File: config.mk
export PLATFORM = sky130hd
export DESIGN_NAME = alu_muldiv
export DESIGN_NICKNAME = d
export VERILOG_FILES = /design/src/rtl/alu_muldiv.sv
export SDC_FILE = /design/constraint.sdc
export NUM_CORES = 1
export LEC_CHECK = 0
export CAP_MARGIN = 15
export CELL_PAD_IN_SITES_DETAIL_PLACEMENT = 1
export CELL_PAD_IN_SITES_GLOBAL_PLACEMENT = 1
export CORE_MARGIN = 10
export CORE_UTILIZATION = 50
export CTS_BUF_LIST = sky130_fd_sc_hd__clkbuf_4 sky130_fd_sc_hd__clkbuf_8 sky130_fd_sc_hd__clkbuf_16
export DETAILED_ROUTE_END_ITERATION = 10
export PLACE_DENSITY = 0.94
export SYNTH_ARGS = -nofsm -noshare
export SYNTH_HDL_FRONTEND = slang
export SYNTH_SLANG_ARGS = --single-unit
File: constraint.sdc
create_clock -name clock -period 9.7 [get_ports clock]
set_clock_uncertainty 0.2 [all_clocks]
set_input_delay 1.94 -clock clock [delete_from_list [all_inputs] [get_ports clock]]
set_output_delay 1.94 -clock clock [all_outputs]
set_load 0.005 [all_outputs]
File: src/rtl/alu_muldiv.sv
// Multi-cycle execute-stage ALU: RV32I/RV64I ALU/branch ops plus the M extension.
// Base ops finish in one cycle; MUL* and DIV/REM use radix-2 sequencers unless FAST_MUL is set.
module alu_muldiv #(
    parameter int XLEN     = 32,
    parameter int FAST_MUL = 0
) (
    input  logic            clock,
    input  logic            reset,
    input  logic            in_valid,
    output logic            in_ready,
    input  logic            branch_op,
    input  logic [5:0]      alu_control,
    input  logic [XLEN-1:0] operand_a,
    input  logic [XLEN-1:0] operand_b,
    output logic            out_valid,
    input  logic            out_ready,
    output logic [XLEN-1:0] alu_result,
    output logic            branch,
    output logic            busy
);
    localparam int SHW = $clog2(XLEN);

    localparam logic [1:0] S_IDLE = 2'd0;
    localparam logic [1:0] S_MUL  = 2'd1;
    localparam logic [1:0] S_DIV  = 2'd2;
    localparam logic [1:0] S_DONE = 2'd3;

    logic [1:0]      state;
    logic [SHW-1:0]  cnt;
    logic            op_hi;
    logic            neg_q;
    logic            neg_r;
    logic [XLEN-1:0] mcand;
    logic [XLEN-1:0] p_hi;
    logic [XLEN-1:0] p_lo;

    logic            is_mul;
    logic            is_div;
    logic            sgn_a;
    logic            sgn_b;
    logic            a_neg;
    logic            b_neg;
    logic            div_zero;
    logic            div_ovf;
    logic [XLEN-1:0] mag_a;
    logic [XLEN-1:0] mag_b;
    logic [XLEN-1:0] div_special;
    logic [2*XLEN-1:0] fast_prod;
    logic [XLEN-1:0] fast_res;

    logic            is_cmp;
    logic            lt_s;
    logic            lt_u;
    logic            eq;
    logic [SHW-1:0]  shamt;
    logic [XLEN-1:0] base_res;

    logic [XLEN:0]     mac_sum;
    logic [2*XLEN-1:0] prod_n;
    logic [XLEN:0]     trial;
    logic              ge;
    logic [XLEN-1:0]   rem_n;
    logic [XLEN-1:0]   quo_n;
    logic [XLEN-1:0]   q_fix;
    logic [XLEN-1:0]   r_fix;

    function automatic logic [XLEN-1:0] mul_pick(input logic [2*XLEN-1:0] prod,
                                                 input logic neg, input logic hi);
        logic [2*XLEN-1:0] fixed;
        fixed = neg ? -prod : prod;
        return hi ? fixed[2*XLEN-1:XLEN] : fixed[XLEN-1:0];
    endfunction

    assign in_ready  = (state == S_IDLE);
    assign out_valid = (state == S_DONE);
    assign busy      = (state == S_MUL) || (state == S_DIV);

    // Operand signedness: MULHSU treats only A as signed, MULHU/DIVU/REMU neither.
    always_comb begin
        is_mul   = (alu_control[5:2] == 4'b1000);
        is_div   = (alu_control[5:2] == 4'b1001);
        sgn_a    = is_mul ? (alu_control[1:0] != 2'b11) : ~alu_control[0];
        sgn_b    = is_mul ? ~alu_control[1] : ~alu_control[0];
        a_neg    = sgn_a & operand_a[XLEN-1];
        b_neg    = sgn_b & operand_b[XLEN-1];
        mag_a    = a_neg ? -operand_a : operand_a;
        mag_b    = b_neg ? -operand_b : operand_b;
        div_zero = (operand_b == '0);
        div_ovf  = ~alu_control[0] && (operand_a == {1'b1, {(XLEN-1){1'b0}}}) && (operand_b == '1);
        if (div_zero) begin
            div_special = alu_control[1] ? operand_a : '1;
        end else begin
            div_special = alu_control[1] ? '0 : operand_a;
        end
        fast_prod = {{XLEN{1'b0}}, mag_a} * {{XLEN{1'b0}}, mag_b};
        fast_res  = mul_pick(fast_prod, a_neg ^ b_neg, alu_control[1:0] != 2'b00);
    end

    always_comb begin
        shamt    = operand_b[SHW-1:0];
        lt_s     = ($signed(operand_a) < $signed(operand_b));
        lt_u     = (operand_a < operand_b);
        eq       = (operand_a == operand_b);
        base_res = '0;
        is_cmp   = 1'b0;
        case (alu_control)
            6'b000000:            base_res = operand_a + operand_b;
            6'b001000:            base_res = operand_a - operand_b;
            6'b000010:            begin base_res = {{(XLEN-1){1'b0}}, lt_s};  is_cmp = 1'b1; end
            6'b000011, 6'b010110: begin base_res = {{(XLEN-1){1'b0}}, lt_u};  is_cmp = 1'b1; end
            6'b010101:            begin base_res = {{(XLEN-1){1'b0}}, ~lt_s}; is_cmp = 1'b1; end
            6'b010111:            begin base_res = {{(XLEN-1){1'b0}}, ~lt_u}; is_cmp = 1'b1; end
            6'b010000:            begin base_res = {{(XLEN-1){1'b0}}, eq};    is_cmp = 1'b1; end
            6'b010001:            begin base_res = {{(XLEN-1){1'b0}}, ~eq};   is_cmp = 1'b1; end
            6'b000110:            base_res = operand_a | operand_b;
            6'b000100:            base_res = operand_a ^ operand_b;
            6'b000111:            base_res = operand_a & operand_b;
            6'b000001:            base_res = operand_a << shamt;
            6'b000101:            base_res = operand_a >> shamt;
            6'b001101:            base_res = $signed(operand_a) >>> shamt;
            6'b011111, 6'b111111: base_res = operand_a;
            default:              base_res = '0;
        endcase
    end

    // One shift-add step ({p_hi,p_lo} shifts right) and one restoring-divide step
    // (dividend shifts out of p_lo into the partial remainder p_hi).
    always_comb begin
        mac_sum = {1'b0, p_hi} + (p_lo[0] ? {1'b0, mcand} : '0);
        prod_n  = {mac_sum, p_lo[XLEN-1:1]};
        trial   = {p_hi, p_lo[XLEN-1]};
        ge      = (trial >= {1'b0, mcand});
        rem_n   = ge ? (trial[XLEN-1:0] - mcand) : trial[XLEN-1:0];
        quo_n   = {p_lo[XLEN-2:0], ge};
        q_fix   = neg_q ? -quo_n : quo_n;
        r_fix   = neg_r ? -rem_n : rem_n;
    end

    always_ff @(posedge clock) begin
        if (reset) begin
            state      <= S_IDLE;
            alu_result <= '0;
            branch     <= 1'b0;
            cnt        <= '0;
            op_hi      <= 1'b0;
            neg_q      <= 1'b0;
            neg_r      <= 1'b0;
            mcand      <= '0;
            p_hi       <= '0;
            p_lo       <= '0;
        end else begin
            case (state)
                S_IDLE: begin
                    if (in_valid) begin
                        cnt    <= '0;
                        p_hi   <= '0;
                        branch <= 1'b0;
                        if (is_mul) begin
                            op_hi <= (alu_control[1:0] != 2'b00);
                            neg_q <= a_neg ^ b_neg;
                            mcand <= mag_a;
                            p_lo  <= mag_b;
                            if (FAST_MUL != 0) begin
                                alu_result <= fast_res;
                                state      <= S_DONE;
                            end else begin
                                state <= S_MUL;
                            end
                        end else if (is_div) begin
                            op_hi <= alu_control[1];
                            neg_q <= a_neg ^ b_neg;
                            neg_r <= a_neg;
                            mcand <= mag_b;
                            p_lo  <= mag_a;
                            if (div_zero || div_ovf) begin
                                alu_result <= div_special;
                                state      <= S_DONE;
                            end else begin
                                state <= S_DIV;
                            end
                        end else begin
                            alu_result <= base_res;
                            branch     <= branch_op & is_cmp & base_res[0];
                            state      <= S_DONE;
                        end
                    end
                end
                S_MUL: begin
                    p_hi <= prod_n[2*XLEN-1:XLEN];
                    p_lo <= prod_n[XLEN-1:0];
                    cnt  <= cnt + 1'b1;
                    if (cnt == SHW'(XLEN-1)) begin
                        alu_result <= mul_pick(prod_n, neg_q, op_hi);
                        state      <= S_DONE;
                    end
                end
                S_DIV: begin
                    p_hi <= rem_n;
                    p_lo <= quo_n;
                    cnt  <= cnt + 1'b1;
                    if (cnt == SHW'(XLEN-1)) begin
                        alu_result <= op_hi ? r_fix : q_fix;
                        state      <= S_DONE;
                    end
                end
                S_DONE: begin
                    if (out_ready) state <= S_IDLE;
                end
                default: state <= S_IDLE;
            endcase
        end
    end
endmodule

# ---- Word level (Yosys, flattened, before mapping)
# Cells that the tools add are included.
dict set report word_totals {
  input_bits 75
  word_cells 143
  output_inout_bits 36
  register_bits 139
}
dict set report classes {
  n_lt_le_gt_ge 3
  shifts 3
  mux 46
  reduce_logical 23
  n_eq_ne 34
  bitwise_logic 14
  add_sub_neg 10
}
# op n
set ops {}
lappend ops {{$mux 32} 23}
lappend ops {{$pmux 32 s15} 1}
lappend ops {{$pmux 32 s3} 3}
lappend ops {{$neg 32->32} 4}
lappend ops {{$eq 32x32->1 const B} 2}
lappend ops {{$lt 32x32->1} 2}
lappend ops {{$mux 64} 1}
lappend ops {{$neg 64->64} 1}
lappend ops {{$sub 32x32->32} 2}
lappend ops {{$eq 6x5->1 const B} 6}
lappend ops {{$add 32x32->33} 1}
lappend ops {{$ge 33x32->1} 1}
lappend ops {{$add 32x32->32} 1}
lappend ops {{$and 32x32->32} 1}
lappend ops {{$eq 32x32->1} 1}
lappend ops {{$logic_not 32->1} 1}
lappend ops {{$or 32x32->32} 1}
lappend ops {{$shl 32x5->32} 1}
lappend ops {{$shr 32x5->32} 1}
lappend ops {{$sshr 32x5->32} 1}
lappend ops {{$xor 32x32->32} 1}
lappend ops {{$eq 6x3->1 const B} 4}
lappend ops {{$eq 6x2->1 const B} 2}
lappend ops {{$eq 6x4->1 const B} 2}
lappend ops {{other kinds (31)} 69}

# ---- Logic depth before layout (Yosys ltp)
dict set report logic_depth {
  depth_word 9
  depth_mapped 26
  mapped_depth_nobuf 23
}

# ---- Worst setup path before layout
# No wires, ideal clock.
dict set report synth_path {
  path_type {input to register}
  start {input port operand_b[2]}
  end {register alu_result[18]}
  slack_ns 2.878
  stages 19
  required_time_ns 9.373
  setup_ns 0.127
  t_arrival_ns 6.496
  path_buffers 6
  cell_sequence {buf_2 -> inv_1 -> clkbuf_1 -> clkbuf_1 -> buf_1 -> clkbuf_1 -> ha_1 -> clkbuf_1 -> a21oi_1 -> o21ai_0 -> a2111o_1 -> a31o_2 -> a31oi_1 -> o21ai_0 -> a31oi_1 -> o21bai_1 -> mux2_2 -> a221oi_1 -> nor3_1}
}
dict set report synth_via {
  elab_chain_len 7
  elab_cells_between_ends 18
  classes_between {2 x add/sub; 2 x eq/ne; 3 x shift; 7 x mux; 4 x reduce/logical}
}
# element line_no
set synth_lines {}
lappend synth_lines {{from (decl)} 14} ;# input logic [XLEN-1:0] operand_b,
lappend synth_lines {{branches (longest 7 deep; another with $sub 32x32->32)} n/a}
lappend synth_lines {{to (signal assigned)} 164} ;# alu_result <= fast_res;
lappend synth_lines {{to (signal assigned)} 176} ;# alu_result <= div_special;
lappend synth_lines {{to (signal assigned)} 182} ;# alu_result <= base_res;
lappend synth_lines {{to (decl)} 17} ;# output logic [XLEN-1:0] alu_result,
# Parallel ways; which one is timed is not known. The select of a mux whose other input is x is not followed.
# A chain may end at the register's enable or synchronous reset.

# ---- Worst setup path after layout
dict set report layout_path {
  start {register p_lo[31]}
  end {register alu_result[24]}
}
dict set report layout_via {
  elab_chain_len 7
  elab_cells_between_ends 14
  classes_between {4 x add/sub; 1 x order compare; 9 x mux}
}
# element line_no
set layout_lines {}
lappend layout_lines {{from (decl)} 35} ;# logic [XLEN-1:0] p_lo;
lappend layout_lines {{from (signal assigned)} 162} ;# p_lo <= mag_b;
lappend layout_lines {{from (signal assigned)} 174} ;# p_lo <= mag_a;
lappend layout_lines {{from (signal assigned)} 190} ;# p_lo <= prod_n[XLEN-1:0];
lappend layout_lines {{$sub 32x32->32 or $ge 33x32->1 (tied branches)} {133, 132}}
lappend layout_lines {{$mux 32} 133} ;# rem_n = ge ? (trial[XLEN-1:0] - mcand) : trial[XLEN-1:0];
lappend layout_lines {{$neg 32->32} 136} ;# r_fix = neg_r ? -rem_n : rem_n;
lappend layout_lines {{$mux 32} 136}
lappend layout_lines {{$mux 32} 202} ;# alu_result <= op_hi ? r_fix : q_fix;
lappend layout_lines {{$mux 32} 201} ;# if (cnt == SHW'(XLEN-1)) begin
lappend layout_lines {{$pmux 32 s3 *} 152} ;# case (state)
lappend layout_lines {{to (signal assigned)} 164}
lappend layout_lines {{to (signal assigned)} 176}
lappend layout_lines {{to (signal assigned)} 202}
# Mark *: on every way between the ends. The rest lies on a longest branch, timed or not. The select of a mux whose other input is x is not followed.

==> reports/metrics.csv <==
metric,value,unit
worst hold start,mcand[9],
drt pass-1 iters,10,
Final Hold Vio Count,0,
DRT antenna net count,0,
"Arr. time, crit path",7890,ps
Post-CTS Setup Bufs,0,
HP Class,reg2reg,
final setup fails,0,
Antenna diodes,0,
crit path kind,reg2reg,
synth unique cells,122,
Yosys top cell area share,10.7,%
Synth area leaders,"dfxtp_1 (11%), ha_1 (8.3%), a21oi_1 (7.1%)",
TritonCTS Buffers,17,
Area growth syn-to-layout,6.18,%
starting density of the core,50.7,%
die extent in y,249,um
"Reg clk slew, reported paths",70,ps
CTS root buf,clkbuf_16,
CP Max Fanout,19,
Power Dens Cells,253,mW/mm^2
Peak Freq,129,MHz
setup slack at placement,2310,ps
Detailed Place HPWL,103000,um
Final Util,53.8,%
TritonCTS clock tree,built,
post-synth top area cell,dfxtp_1,
cts hold-fix bufs,0,
Min Hold Slack,251,ps
total track usage,41.8,%
r2r setup slk,1950,ps
hold endpoint,mcand[9],
Slew @ Worst Pin,1220,ps
"Net Count, Synth",4020,
Mapped Area,0.0261,mm^2
Final nets,3890,
routability congestion estimate,1.06,
Post-synth EDFFs,0,
most frequent cells after synthesis,"nor2_1 (424), a21oi_1 (370), nand2_1 (354)",
core area,0.0515,mm^2
FILL cells,6780,
Vias,32400,
vias in the first global route,31900,
num ports,111,
Routed Wire Length,137000,um
Mapped Cells,3767,
reg2reg end,alu_result[24],
post-route setup slack,1950,ps
Slew headroom,18.1,%
FF-to-FF path depth,23,
layout cells sized above 1,7.15,%
# resized after CTS,0,
die width,249,um
Syn Area/Cell,6.93,um^2
unrepaired setup endpoints after global routing,false,
ys async rst share,0,%
Setup TNS,0,ps
sequential share of the synthesized area,10.7,%
FP Rows,83,
H-tree depth,4,
Initial DRC Count,4529,
Synth Flop Type,dfxtp_1,
Pleak,0.0105,uW
critical path required time,9840,ps
Synth warnings,0,
final slew viol count,0,
status,"complete, no violations",
clock buffer depth,2,
initial antenna violation count,2,
Final Power,7010,uW
I/O Buffers,110,
largest net degree at the start of global routing,79,
clock sinks,139,
MaxCap Viol Count,0,
fin crit share,79.9,%
most frequent cell after synthesis,nor2_1,
Max rail drop VDD,0.000236,V
Synth Register Bits,139,
critical path launch point type,flop,
die area,0.0618,mm^2
"Clk Latency, worst-skew pair",470,ps
first-pass GRT wire length,204000,um
fin crit period,7750,ps
hold path depth,2,
drt drc,0,
nature of the critical path endpoint,flop,
r2r startpoint,p_lo[31],
wire per inst,31.7,um
vias per cell,7.48,
total grt overflow,0,
## worst max path at each step
stage | startpoint | end | slack (ps) | cells past startpoint
after global routing | p_lo[31] | alu_result[28] | 1830 | 24
after detailed placement | operand_a[1] | alu_result[22] | 2310 | 13
after floorplan | operand_b[2] | alu_result[18] | 2880 | 19
after CTS | p_lo[31] | alu_result[28] | 2470 | 24
after global placement | operand_a[21] | alu_result[0] | 2460 | 15
final | p_lo[31] | alu_result[24] | 1950 | 23
## final cells by class
| cell class | instances | area (um^2) | area share [%] |
|---|---|---|---|
| clock buffer | 17 | 425 | 1.53 |
| timing repair buffer | 175 | 1560 | 5.64 |
| inverter | 177 | 664 | 2.40 |
| tap | 680 | 851 | 3.07 |
| sequential | 139 | 2790 | 10.0 |
| clock inverter | 15 | 173 | 0.623 |
| multi-input combinational | 3127 | 21300 | 76.7 |
## cell families (layout without fill, tap and decap cells)
logic type                 count (synthesis)  after routing  synth area share [%]
muxes                                    151            151                  8.57
adders and majority gates                180            180                  8.72
and+or+nand+nor                         1245           1245                  22.6
DFF                                      139            139                  10.7
buffers and inverters                    501            384                  8.10
AOI/OAI and AO/OA                       1341           1341                  34.3
xor gates and xnor gates                 210            210                  7.04
## stage by stage
step,instance area [um^2],std cells
6_report,27700,4330
5_1_grt,27700,4330
4_1_cts,27700,4330
3_5_place_dp,27100,4298
3_3_place_gp,27100,4298
2_1_floorplan,26100,3767
## layer usage
| layer | vias up | part of all wire, % | global-route usage (%) |
|---|---|---|---|
| met2 | 2379 | 44 | 65.3 |
| li1 | 13700 | - | - |
| met5 | - | 0.039 | 0 |
| met4 | 8 | 8.5 | 29.6 |
| met1 | 15600 | 37 | 49.7 |
| met3 | 685 | 11 | 10.1 |
## worst max-delay path, cell delays in order, from the launching register on
cell and delay [ps]:
dfxtp_1 580, inv_1 150, ha_1 240, nand2b_1 190
a21boi_1 400, nor3_1 140, o21ai_1 450, nand3b_2 460
nand2_1 220, buf_4 320, inv_1 320, nand2_1 170
nand2_1 120, inv_1 80, ha_1 200, nand2_1 90
or3_1 380, nor4_1 700, o211ai_1 270, a222oi_1 760
nand3_1 320, o311a_1 400, o21ai_0 310, a211oi_1 120
## sequential cells by signal, summed over array words and instances, names as in the netlist
register,flops
mcand,32
neg_q,1
alu_result,32
cnt,5
p_lo,32
branch,1
p_hi,32
state,2
op_hi,1
neg_r,1
## placed cells by master, fill, tap and decap left out, types with 26 or more instances in the layout
master	count
xnor2_1	143
a21o_1	40
inv_1	171
nor3_1	83
mux4_2	56
o31ai_1	45
nand3_1	77
buf_4	67
a31oi_1	37
nor4_1	35
mux2i_1	86
nand4_1	40
nand2b_1	26
o21ai_0	274
o221ai_1	37
and3_1	29
clkdlybuf4s50_1	104
or3_1	45
o21a_1	28
nor2_1	421
a221oi_1	32
a211oi_1	70
ha_1	171
xor2_1	67
a22oi_1	61
dfxtp_1	137
o211ai_1	54
nand2_1	354
a21oi_1	369
a221o_1	41
## where the power goes
part	internal, uW	switching (uW)
combinational	1780	3620
clock	403	304
sequential	683	220
Note: power is estimated with default switching activity, not from simulation.
